--- src/rtl/calc_seq_ctrl_if.sv ---
// Key-side and datapath-control signal bundle for calc_seq_ctrl.
// master: the controller; slave: keypad/datapath side.
interface calc_seq_ctrl_if #(
  parameter int KEY_W = 4
);
  logic             trig;
  logic [KEY_W-1:0] value;
  logic             clr_entry;
  logic             shift_en;
  logic [KEY_W-1:0] digit;
  logic             clr_in;
  logic             load_a;
  logic             load_b;
  logic             load_r;
  logic             load_ou;
  logic             addsub;
  logic             iu_au;
  logic             busy;
  logic             ovf;
  logic [1:0]       state;

  modport master (
    input  trig, value, clr_entry,
    output shift_en, digit, clr_in,
    output load_a, load_b, load_r, load_ou,
    output addsub, iu_au, busy, ovf, state
  );

  modport slave (
    output trig, value, clr_entry,
    input  shift_en, digit, clr_in,
    input  load_a, load_b, load_r, load_ou,
    input  addsub, iu_au, busy, ovf, state
  );
endinterface

--- src/rtl/calc_seq_ctrl.sv ---
// Calculator key-sequencing controller: key sync/edge detect,
// digit entry, operator chaining and repeated equals.
module calc_seq_ctrl #(
  parameter int DIGITS = 2,
  parameter int KEY_W  = 4
) (
  input logic            clk,
  input logic            clr_all,
  calc_seq_ctrl_if.master bus
);
  typedef enum logic [1:0] {
    ENTER_A, OP, ENTER_B, RESULT
  } state_t;

  typedef enum logic [3:0] {
    P_IDLE, P_EQ_R, P_EQ_OU,
    P_CH_R, P_CH_A, P_CH_CLR,
    P_RD_SH, P_RO_CLR,
    P_RE_R, P_RE_OU
  } phase_t;

  localparam logic [3:0] MAX = 4'(DIGITS);

  logic s1_q, s2_q, ed_q;
  logic key_ev, is_dig, is_op, is_eq;

  state_t           state_q, n_state;
  phase_t           phase_q, n_phase;
  logic [3:0]       cnt_q, n_cnt;
  logic [KEY_W-1:0] digit_q, n_digit;
  logic [KEY_W-1:0] key_q, n_key;
  logic ovf_q, n_ovf, addsub_q, n_addsub;
  logic iu_au_q, n_iu_au, busy_q, n_busy;
  logic pend_q, n_pend;
  logic sh_q, n_sh, clr_q, n_clr;
  logic la_q, n_la, lb_q, n_lb;
  logic lr_q, n_lr, lou_q, n_lou;

  // flops preset to 1 so a key held over reset release is not seen
  assign key_ev = s2_q & ~ed_q;
  assign is_dig = bus.value < KEY_W'(10);
  assign is_op  = (bus.value == KEY_W'(10)) ||
                  (bus.value == KEY_W'(11));
  assign is_eq  = bus.value == KEY_W'(15);

  always_comb begin
    n_state  = state_q;
    n_phase  = phase_q;
    n_cnt    = cnt_q;
    n_ovf    = ovf_q;
    n_addsub = addsub_q;
    n_iu_au  = iu_au_q;
    n_digit  = digit_q;
    n_key    = key_q;
    n_sh     = 1'b0;
    n_clr    = 1'b0;
    n_la     = 1'b0;
    n_lb     = 1'b0;
    n_lr     = 1'b0;
    n_lou    = pend_q;
    n_pend   = 1'b0;
    n_busy   = 1'b0;
    case (phase_q)
      P_IDLE: begin
        if (!busy_q && !bus.clr_entry) begin
          n_clr = 1'b1;
          n_cnt = '0;
          n_ovf = 1'b0;
          if (state_q == RESULT) begin
            n_state = ENTER_A;
            n_iu_au = 1'b0;
          end
        end else if (!busy_q && key_ev) begin
          case (state_q)
            ENTER_A, ENTER_B: begin
              unique case (1'b1)
                is_dig: begin
                  if (cnt_q < MAX) begin
                    n_sh    = 1'b1;
                    n_digit = bus.value;
                    n_cnt   = cnt_q + 4'd1;
                    n_pend  = 1'b1;
                  end else begin
                    n_ovf = 1'b1;
                  end
                end
                is_op: begin
                  if (state_q == ENTER_A) begin
                    n_la     = 1'b1;
                    n_clr    = 1'b1;
                    n_addsub = bus.value[0];
                    n_cnt    = '0;
                    n_state  = OP;
                  end else begin
                    n_lb    = 1'b1;
                    n_busy  = 1'b1;
                    n_key   = bus.value;
                    n_phase = P_CH_R;
                  end
                end
                is_eq: begin
                  if (state_q == ENTER_B) begin
                    n_lb    = 1'b1;
                    n_busy  = 1'b1;
                    n_phase = P_EQ_R;
                  end
                end
                default: ;
              endcase
            end
            OP: begin
              unique case (1'b1)
                is_dig: begin
                  n_sh    = 1'b1;
                  n_digit = bus.value;
                  n_cnt   = 4'd1;
                  n_state = ENTER_B;
                end
                is_op:   n_addsub = bus.value[0];
                default: ;
              endcase
            end
            RESULT: begin
              unique case (1'b1)
                is_dig: begin
                  n_iu_au = 1'b0;
                  n_clr   = 1'b1;
                  n_busy  = 1'b1;
                  n_key   = bus.value;
                  n_phase = P_RD_SH;
                end
                is_op: begin
                  n_la    = 1'b1;
                  n_iu_au = 1'b1;
                  n_busy  = 1'b1;
                  n_key   = bus.value;
                  n_phase = P_RO_CLR;
                end
                is_eq: begin
                  n_la    = 1'b1;
                  n_iu_au = 1'b1;
                  n_busy  = 1'b1;
                  n_phase = P_RE_R;
                end
                default: ;
              endcase
            end
            default: ;
          endcase
        end
      end
      P_EQ_R, P_CH_R, P_RE_R: begin
        n_lr    = 1'b1;
        n_busy  = 1'b1;
        n_phase = (phase_q == P_EQ_R) ? P_EQ_OU :
                  (phase_q == P_CH_R) ? P_CH_A : P_RE_OU;
      end
      P_EQ_OU: begin
        n_iu_au = 1'b1;
        n_lou   = 1'b1;
        n_busy  = 1'b1;
        n_state = RESULT;
        n_phase = P_IDLE;
      end
      P_CH_A: begin
        n_iu_au = 1'b1;
        n_la    = 1'b1;
        n_busy  = 1'b1;
        n_phase = P_CH_CLR;
      end
      P_CH_CLR, P_RO_CLR: begin
        n_iu_au  = 1'b0;
        n_clr    = 1'b1;
        n_addsub = key_q[0];
        n_cnt    = '0;
        n_busy   = 1'b1;
        n_state  = OP;
        n_phase  = P_IDLE;
      end
      P_RD_SH: begin
        n_sh    = 1'b1;
        n_digit = key_q;
        n_cnt   = 4'd1;
        n_busy  = 1'b1;
        n_state = ENTER_A;
        n_phase = P_IDLE;
      end
      P_RE_OU: begin
        n_lou   = 1'b1;
        n_busy  = 1'b1;
        n_phase = P_IDLE;
      end
      default: n_phase = P_IDLE;
    endcase
  end

  always_ff @(posedge clk or negedge clr_all) begin
    if (!clr_all) begin
      s1_q     <= 1'b1;
      s2_q     <= 1'b1;
      ed_q     <= 1'b1;
      state_q  <= ENTER_A;
      phase_q  <= P_IDLE;
      cnt_q    <= '0;
      ovf_q    <= 1'b0;
      addsub_q <= 1'b0;
      iu_au_q  <= 1'b0;
      digit_q  <= '0;
      key_q    <= '0;
      busy_q   <= 1'b0;
      pend_q   <= 1'b0;
      sh_q     <= 1'b0;
      clr_q    <= 1'b0;
      la_q     <= 1'b0;
      lb_q     <= 1'b0;
      lr_q     <= 1'b0;
      lou_q    <= 1'b0;
    end else begin
      s1_q     <= bus.trig;
      s2_q     <= s1_q;
      ed_q     <= s2_q;
      state_q  <= n_state;
      phase_q  <= n_phase;
      cnt_q    <= n_cnt;
      ovf_q    <= n_ovf;
      addsub_q <= n_addsub;
      iu_au_q  <= n_iu_au;
      digit_q  <= n_digit;
      key_q    <= n_key;
      busy_q   <= n_busy;
      pend_q   <= n_pend;
      sh_q     <= n_sh;
      clr_q    <= n_clr;
      la_q     <= n_la;
      lb_q     <= n_lb;
      lr_q     <= n_lr;
      lou_q    <= n_lou;
    end
  end

  assign bus.shift_en = sh_q;
  assign bus.digit    = digit_q;
  assign bus.clr_in   = clr_q;
  assign bus.load_a   = la_q;
  assign bus.load_b   = lb_q;
  assign bus.load_r   = lr_q;
  assign bus.load_ou  = lou_q;
  assign bus.addsub   = addsub_q;
  assign bus.iu_au    = iu_au_q;
  assign bus.busy     = busy_q;
  assign bus.ovf      = ovf_q;
  assign bus.state    = state_q;
endmodule

--- src/flat_wrapper.sv ---
// flat-port wrapper written by rule: the top's interface ports become plain ports
module calc_seq_ctrl_flat 
#(
  parameter int DIGITS = 2,
  parameter int KEY_W  = 4
)
  (clk, clr_all, bus_trig, bus_value, bus_clr_entry, bus_shift_en, bus_digit, bus_clr_in, bus_load_a, bus_load_b, bus_load_r, bus_load_ou, bus_addsub, bus_iu_au, bus_busy, bus_ovf, bus_state);
  calc_seq_ctrl_if #(.KEY_W(KEY_W)) bus_i ();
  input logic clk;
  input logic clr_all;
  input wire logic [$bits(bus_i.trig)-1:0] bus_trig;
  input wire logic [$bits(bus_i.value)-1:0] bus_value;
  input wire logic [$bits(bus_i.clr_entry)-1:0] bus_clr_entry;
  output wire logic [$bits(bus_i.shift_en)-1:0] bus_shift_en;
  output wire logic [$bits(bus_i.digit)-1:0] bus_digit;
  output wire logic [$bits(bus_i.clr_in)-1:0] bus_clr_in;
  output wire logic [$bits(bus_i.load_a)-1:0] bus_load_a;
  output wire logic [$bits(bus_i.load_b)-1:0] bus_load_b;
  output wire logic [$bits(bus_i.load_r)-1:0] bus_load_r;
  output wire logic [$bits(bus_i.load_ou)-1:0] bus_load_ou;
  output wire logic [$bits(bus_i.addsub)-1:0] bus_addsub;
  output wire logic [$bits(bus_i.iu_au)-1:0] bus_iu_au;
  output wire logic [$bits(bus_i.busy)-1:0] bus_busy;
  output wire logic [$bits(bus_i.ovf)-1:0] bus_ovf;
  output wire logic [$bits(bus_i.state)-1:0] bus_state;
  assign bus_i.trig = bus_trig;
  assign bus_i.value = bus_value;
  assign bus_i.clr_entry = bus_clr_entry;
  assign bus_shift_en = bus_i.shift_en;
  assign bus_digit = bus_i.digit;
  assign bus_clr_in = bus_i.clr_in;
  assign bus_load_a = bus_i.load_a;
  assign bus_load_b = bus_i.load_b;
  assign bus_load_r = bus_i.load_r;
  assign bus_load_ou = bus_i.load_ou;
  assign bus_addsub = bus_i.addsub;
  assign bus_iu_au = bus_i.iu_au;
  assign bus_busy = bus_i.busy;
  assign bus_ovf = bus_i.ovf;
  assign bus_state = bus_i.state;
  calc_seq_ctrl #(.DIGITS(DIGITS), .KEY_W(KEY_W)) u_core (.clk(clk), .clr_all(clr_all), .bus(bus_i));
endmodule
--- config.mk ---
export PLATFORM = sky130hd
export DESIGN_NAME = calc_seq_ctrl_flat
export DESIGN_NICKNAME = d
export VERILOG_FILES = /design/src/rtl/calc_seq_ctrl_if.sv /design/src/rtl/calc_seq_ctrl.sv /design/src/flat_wrapper.sv
export SDC_FILE = /design/constraint.sdc
export NUM_CORES = 1
export LEC_CHECK = 0
export CAP_MARGIN = 20
export CORE_MARGIN = 1.5
export CORE_UTILIZATION = 40
export DETAILED_ROUTE_END_ITERATION = 10
export HOLD_SLACK_MARGIN = 0.03
export PLACE_DENSITY = 0.7
export SYNTH_ARGS = -nofsm -noshare
export SYNTH_HDL_FRONTEND = slang
export SYNTH_SLANG_ARGS = --single-unit
--- constraint.sdc ---
create_clock -name clk -period 2.69 [get_ports clk]
set_input_delay 0.538 -clock clk [delete_from_list [all_inputs] [get_ports clk]]
set_output_delay 0.538 -clock clk [all_outputs]
set_load 0.01 [all_outputs]
After elaboration in Yosys (flattened, before gate mapping)
Cells that the tools add are included.
W data, S select, Z words.
{ "totals": {"out_inout_bits": 16, "register_bits": 32, "wordCells": 193, "in_bits": 8} }
{ "op_classes": {"addsub": 1, "bitwise": 3, "n_mux": 91, "magnitude_cmp": 2, "eq_ne": 44, "reduce_logical": 33} }
{ "op_table": {"columns": ["op", "n"], "rows": [
  ["$mux W4", 19],
  ["$pmux W4 S2", 7],
  ["$reduce_and A7 Y1", 6],
  ["$mux W1", 41],
  ["$pmux W4 S3", 3],
  ["$pmux W1 S2", 12],
  ["$ne A3 B2 Y1 const B", 7],
  ["$eq A4 B4 Y1 const B", 5],
  ["$ne A4 B2 Y1 const B", 5],
  ["$eq A4 B3 Y1 const B", 4],
  ["$mux W2", 6],
  ["$reduce_bool A2 Y1", 6],
  ["$reduce_or A2 Y1", 6],
  ["$ne A5 B2 Y1 const B", 2],
  ["$ne A5 B5 Y1 const B", 2],
  ["$reduce_or A9 Y1", 1],
  ["$eq A4 B2 Y1 const B", 2],
  ["$ne A2 B1 Y1 const B", 4],
  ["$ne A4 B4 Y1 const B", 2],
  ["$pmux W2 S4", 1],
  ["$ne A2 B2 Y1 const B", 3],
  ["$ne A3 B3 Y1 const B", 2],
  ["$reduce_bool A3 Y1", 2],
  ["$reduce_or A3 Y1", 2],
  ["other kinds (20)", 24]
]} }

Depth between registers and ports, before layout
{ "logic_depth": {"ltp_word": 8, "mapped_depth": 6, "depth_no_buf": 5} }

Least setup slack after synthesis
OpenSTA, ideal clock, no wires.
{ "synth_timing": {"kind": "input port to flip-flop", "from": "in bus_value[2]", "to": "reg u_core.state_q[1], in the netlist u_core.bus.state[1]", "t_required_ns": 2.562, "arrival_ns": 1.779, "cell_stages": 6, "slack_ns": 0.783, "n_path_buf": 1, "path_cell_list": "buf_2 -> o21a_1 -> o21ai_0 -> a211oi_1 -> a311oi_2 -> mux2_1"} }
{ "synth_via": {"elab_chain_cells": 4} }
{ "synth_rtl": {"columns": ["element", "line_no", "text"], "rows": [
  ["start: declaration", "flat_wrapper.sv:12", "input wire logic [$bits(bus_i.value)-1:0] bus_value;"],
  ["branches (longest 3 deep; another with $lt A4 B4 Y1)", null, null],
  ["$reduce_and A7 Y1 (no source line) (*)", null, null],
  ["end signal: assignment", "calc_seq_ctrl.sv:222", "state_q <= n_state;"],
  ["end: declaration", "calc_seq_ctrl.sv:27", "state_t state_q, n_state;"]
]} }
Every way passes the cells marked *.
A chain may end at the register's enable or synchronous reset.

Final worst setup path
{ "layout_timing": {"from": "in bus_value[3]", "to": "reg u_core.state_q[1], in the netlist u_core.bus.state[1]"} }
Same word-level chain as after synthesis.

==> qor_table.md <==
| Metric | This run | Unit |
|:---|:---|:---|
| Clock network latency to the later pin of the worst-skew pair | 0.28 | ns |
| Highest Clock Rate | 453 | MHz |
| Setup repair after global routing missed its margin | no | - |
| Number of max-cap violations | 0 | - |
| DP Wirelength | 2950 | µm |
| Syn Area/Cell | 9.96 | µm² |
| Maximum clock path buffer count | 2 | - |
| Combined global-route utilization of all metal layers | 0.179 | - |
| Number of nets in the final layout | 214 | - |
| Clock root buffer | sky130_fd_sc_hd__clkbuf_8 | - |
| Number of hold buffers added after CTS | 0 | - |
| Post-synthesis to final-layout area growth | 21.7 | % |
| Number of violations reported at the end of detailed-routing iteration 0 | 74 | - |
| Post-Route Skew | 0.00536 | ns |
| Depth of the worst hold-timing path | 0 | - |
| Arr. time, crit path | 2.37 | ns |
| Highest-count cells in the layout ignoring fill and taps | sky130_fd_sc_hd__dfrtp_1 (29), sky130_fd_sc_hd__clkdlybuf4s50_1 (23), sky130_fd_sc_hd__nor2_1 (16) | - |
| Fraction of the cycle the final worst path needs | 0.820 | - |
| Count of TritonRoute iterations in the first routing pass | 4 | - |
| Flops & latches, synth | 32 | - |
| Post-synth EDFFs | 0 | - |
| Post-cts gate resize count | 0 | - |
| Number of antenna violations at the first check in global routing | 0 | - |
| Most common cell after layout, fill and taps aside | sky130_fd_sc_hd__dfrtp_1 | - |
| Vias in the first global route | 1406 | - |
| Final Hold Viols | 0 | - |
| Final-report setup violation count | 0 | - |
| Count of distinct cell types in the synthesized netlist | 54 | - |
| Sequential area share after synthesis | 0.451 | - |
| Total via count in the routed design | 1449 | - |
| Routability-driven placement congestion ratio | 0.902 | - |
| Die footprint | 4870 | µm² |
| Post-route cell area | 2170 | µm² |
| # clock sinks | 32 | - |
| Clock tree from TritonCTS | done | - |
| Cell leakage power | 0.000891 | µW |
| Number of vias per cell after detailed routing | 5.62 | - |
| Crit path time final | 2.21 | ns |
| WL final | 4130 | µm |
| Sum Neg Setup Slack | 0 | ns |
| Register-to-Register Path Depth | 4 | - |
| Largest net degree at the start of global routing | 33 | - |
| Post-synth design cell area | 1780 | µm² |
| Initial core utilization | 0.412 | - |
| Vertical die dimension | 69.8 | µm |
| Run status | completed | - |
| Number of levels in the clock H-tree | 2 | - |
| Post-layout total power | 2400 | µW |
| Async set or reset register ratio after synthesis | 1.00 | - |
| Worst Path Max Fanout | 6 | - |
| # DRC | 0 | - |
| Global-route wire length before repair | 6900 | µm |
| Final antenna-violating net count | 0 | - |
| Net count after synthesis | 188 | - |
| Yosys synthesis warning count | 0 | - |
| Main area contributors after synthesis | sky130_fd_sc_hd__dfrtp_1 (41%), sky130_fd_sc_hd__dfstp_2 (4.4%), sky130_fd_sc_hd__mux2_4 (3.4%), sky130_fd_sc_hd__nor2_1 (3.4%), sky130_fd_sc_hd__nand2_1 (3.2%) | - |
| FP Rows | 24 | - |
| Class of the tightest hold or removal check | flop to flop | - |
| Kind of end point of the critical path | flop | - |
| Peak ir drop on the vdd network | 0.633 | mV |
| Placement Cell Area | 2080 | µm² |
| Predominant post-synthesis flop cell | sky130_fd_sc_hd__dfrtp_1 | - |
| Number of buffers inserted by port buffering | 23 | - |
| Core outline area | 4320 | µm² |
| Setup repair bufs after CTS | 0 | - |
| Filler cells | 425 | - |
| Element type at the critical path start | input port | - |
| Number of ports placed on the die boundary | 24 | - |
| Measured slew at the worst slew-check pin | 0.541 | ns |
| Pins over their slew limit | 0 | - |
| Post-synthesis cell type with the largest combined area | sky130_fd_sc_hd__dfrtp_1 | - |
| Antenna diode count | 0 | - |
| Fraction of layout cells with a size suffix above 1 | 0.170 | - |
| Inserted Clock Buffers | 5 | - |
| Data required time of the critical path | 2.86 | ns |
| X dimension of the die | 69.8 | µm |
| Mean routed wirelength per cell | 16.0 | µm |
| Worst slew margin relative to its limit | 0.638 | - |
| Proportion of netlist area held by the largest area contributor | 0.407 | - |
| WS Path Type | input port to flop | - |
| Power Dens Cells | 1110 | nW/µm² |
| Grt total ovfl | 0 | - |
| Clock slew at reported path FFs | 0.07 | ns |
| Number of cells produced by synthesis | 179 | - |
[cells by family (layout without fill, tap and decap cells)]
kind of cell | after synthesis | in the layout | synth area share
xor gates and xnor gates | 2 | 2 | 0.00983
and+or+nand+nor | 63 | 63 | 0.194
DFF | 32 | 32 | 0.451
buffers and inverters | 17 | 44 | 0.0393
muxes | 16 | 16 | 0.107
adders and majority gates | 1 | 1 | 0.00702
AOI/OAI and AO/OA | 48 | 48 | 0.192
[cells in the mapped netlist (3+ instances only)]
library cell / number
sky130_fd_sc_hd__a211oi_1: 4
sky130_fd_sc_hd__a21oi_1: 8
sky130_fd_sc_hd__a31oi_1: 4
sky130_fd_sc_hd__buf_2: 5
sky130_fd_sc_hd__clkbuf_1: 3
sky130_fd_sc_hd__dfrtp_1: 29
sky130_fd_sc_hd__dfstp_2: 3
sky130_fd_sc_hd__inv_1: 6
sky130_fd_sc_hd__mux2_1: 4
sky130_fd_sc_hd__mux2_2: 4
sky130_fd_sc_hd__mux2_4: 4
sky130_fd_sc_hd__mux2i_1: 4
sky130_fd_sc_hd__nand2_1: 15
sky130_fd_sc_hd__nor2_1: 16
sky130_fd_sc_hd__nor2b_1: 5
sky130_fd_sc_hd__nor3_1: 5
sky130_fd_sc_hd__nor4_1: 3
sky130_fd_sc_hd__o21ai_0: 9
sky130_fd_sc_hd__o22ai_1: 4
[critical path: stages]
cell and delay (ns):
sky130_fd_sc_hd__clkdlybuf4s50_1 0.60, sky130_fd_sc_hd__nand2_2 0.15, sky130_fd_sc_hd__or3_4 0.38, sky130_fd_sc_hd__a311oi_2 0.35, sky130_fd_sc_hd__mux2_1 0.36
[per-stage QoR]
step | instances | worst slack, ns | hold slack (ns) | util
finish | 258 | 0.485 | 0.357 | 0.502
global route | 258 | 0.364 | 0.359 | 0.502
CTS | 258 | 0.498 | 0.359 | 0.502
detailed placement | 250 | 0.194 | 0.349 | 0.481
global placement | 250 | 0.274 | 0.347 | 0.481
floorplan | 179 | 0.783 | 0.242 | -
[sequential cells by signal (all words and copies together) (netlist names), 2 cells and up]
name	flops
u_core.cnt_q	4
u_core.bus.digit	4
u_core.bus.state	2
u_core.key_q	4
u_core.phase_q	4
[area by class of cell]
cell class	instances	area [µm²]	area share
multi-input cells	130	908	0.419
flip-flops and latches	32	805	0.371
repair buffers	29	275	0.127
clock buffers	8	90.1	0.0415
inverters	7	26.3	0.0121
well taps	52	65.1	0.0300
[worst paths after layout]
check                      slack [ns]             startpoint                         endpoint
min in group asynchronous        0.65                clr_all    u_core.phase_q[1]$_DFFE_PN0P_
setup / recovery                 0.48           bus_value[3]  u_core.bus.state[1]$_DFFE_PN0P_
hold reg to reg                  0.36  u_core.s1_q$_DFF_PN1_            u_core.s2_q$_DFF_PN1_
setup reg to reg                 0.64  u_core.s2_q$_DFF_PN1_  u_core.bus.digit[2]$_DFFE_PN0P_
hold / removal                   0.36  u_core.s1_q$_DFF_PN1_            u_core.s2_q$_DFF_PN1_
max in group asynchronous        1.71                clr_all            u_core.ed_q$_DFF_PN1_
[power breakdown]
group	total, µW	internal [µW]	leakage, µW	switching [µW]
sequential	823	650	0.000403	173
clock	381	209	0.0000455	172
combinational	1200	585	0.000442	616
total	2400	1440	0.000891	962
[per-layer routing]
layer,wire length (µm),global-route usage
met5,0,0
met4,46,0.0726
met3,191,0.0494
met2,1880,0.260
met1,2010,0.253
No activity file was read; power rests on OpenSTA's default activity.
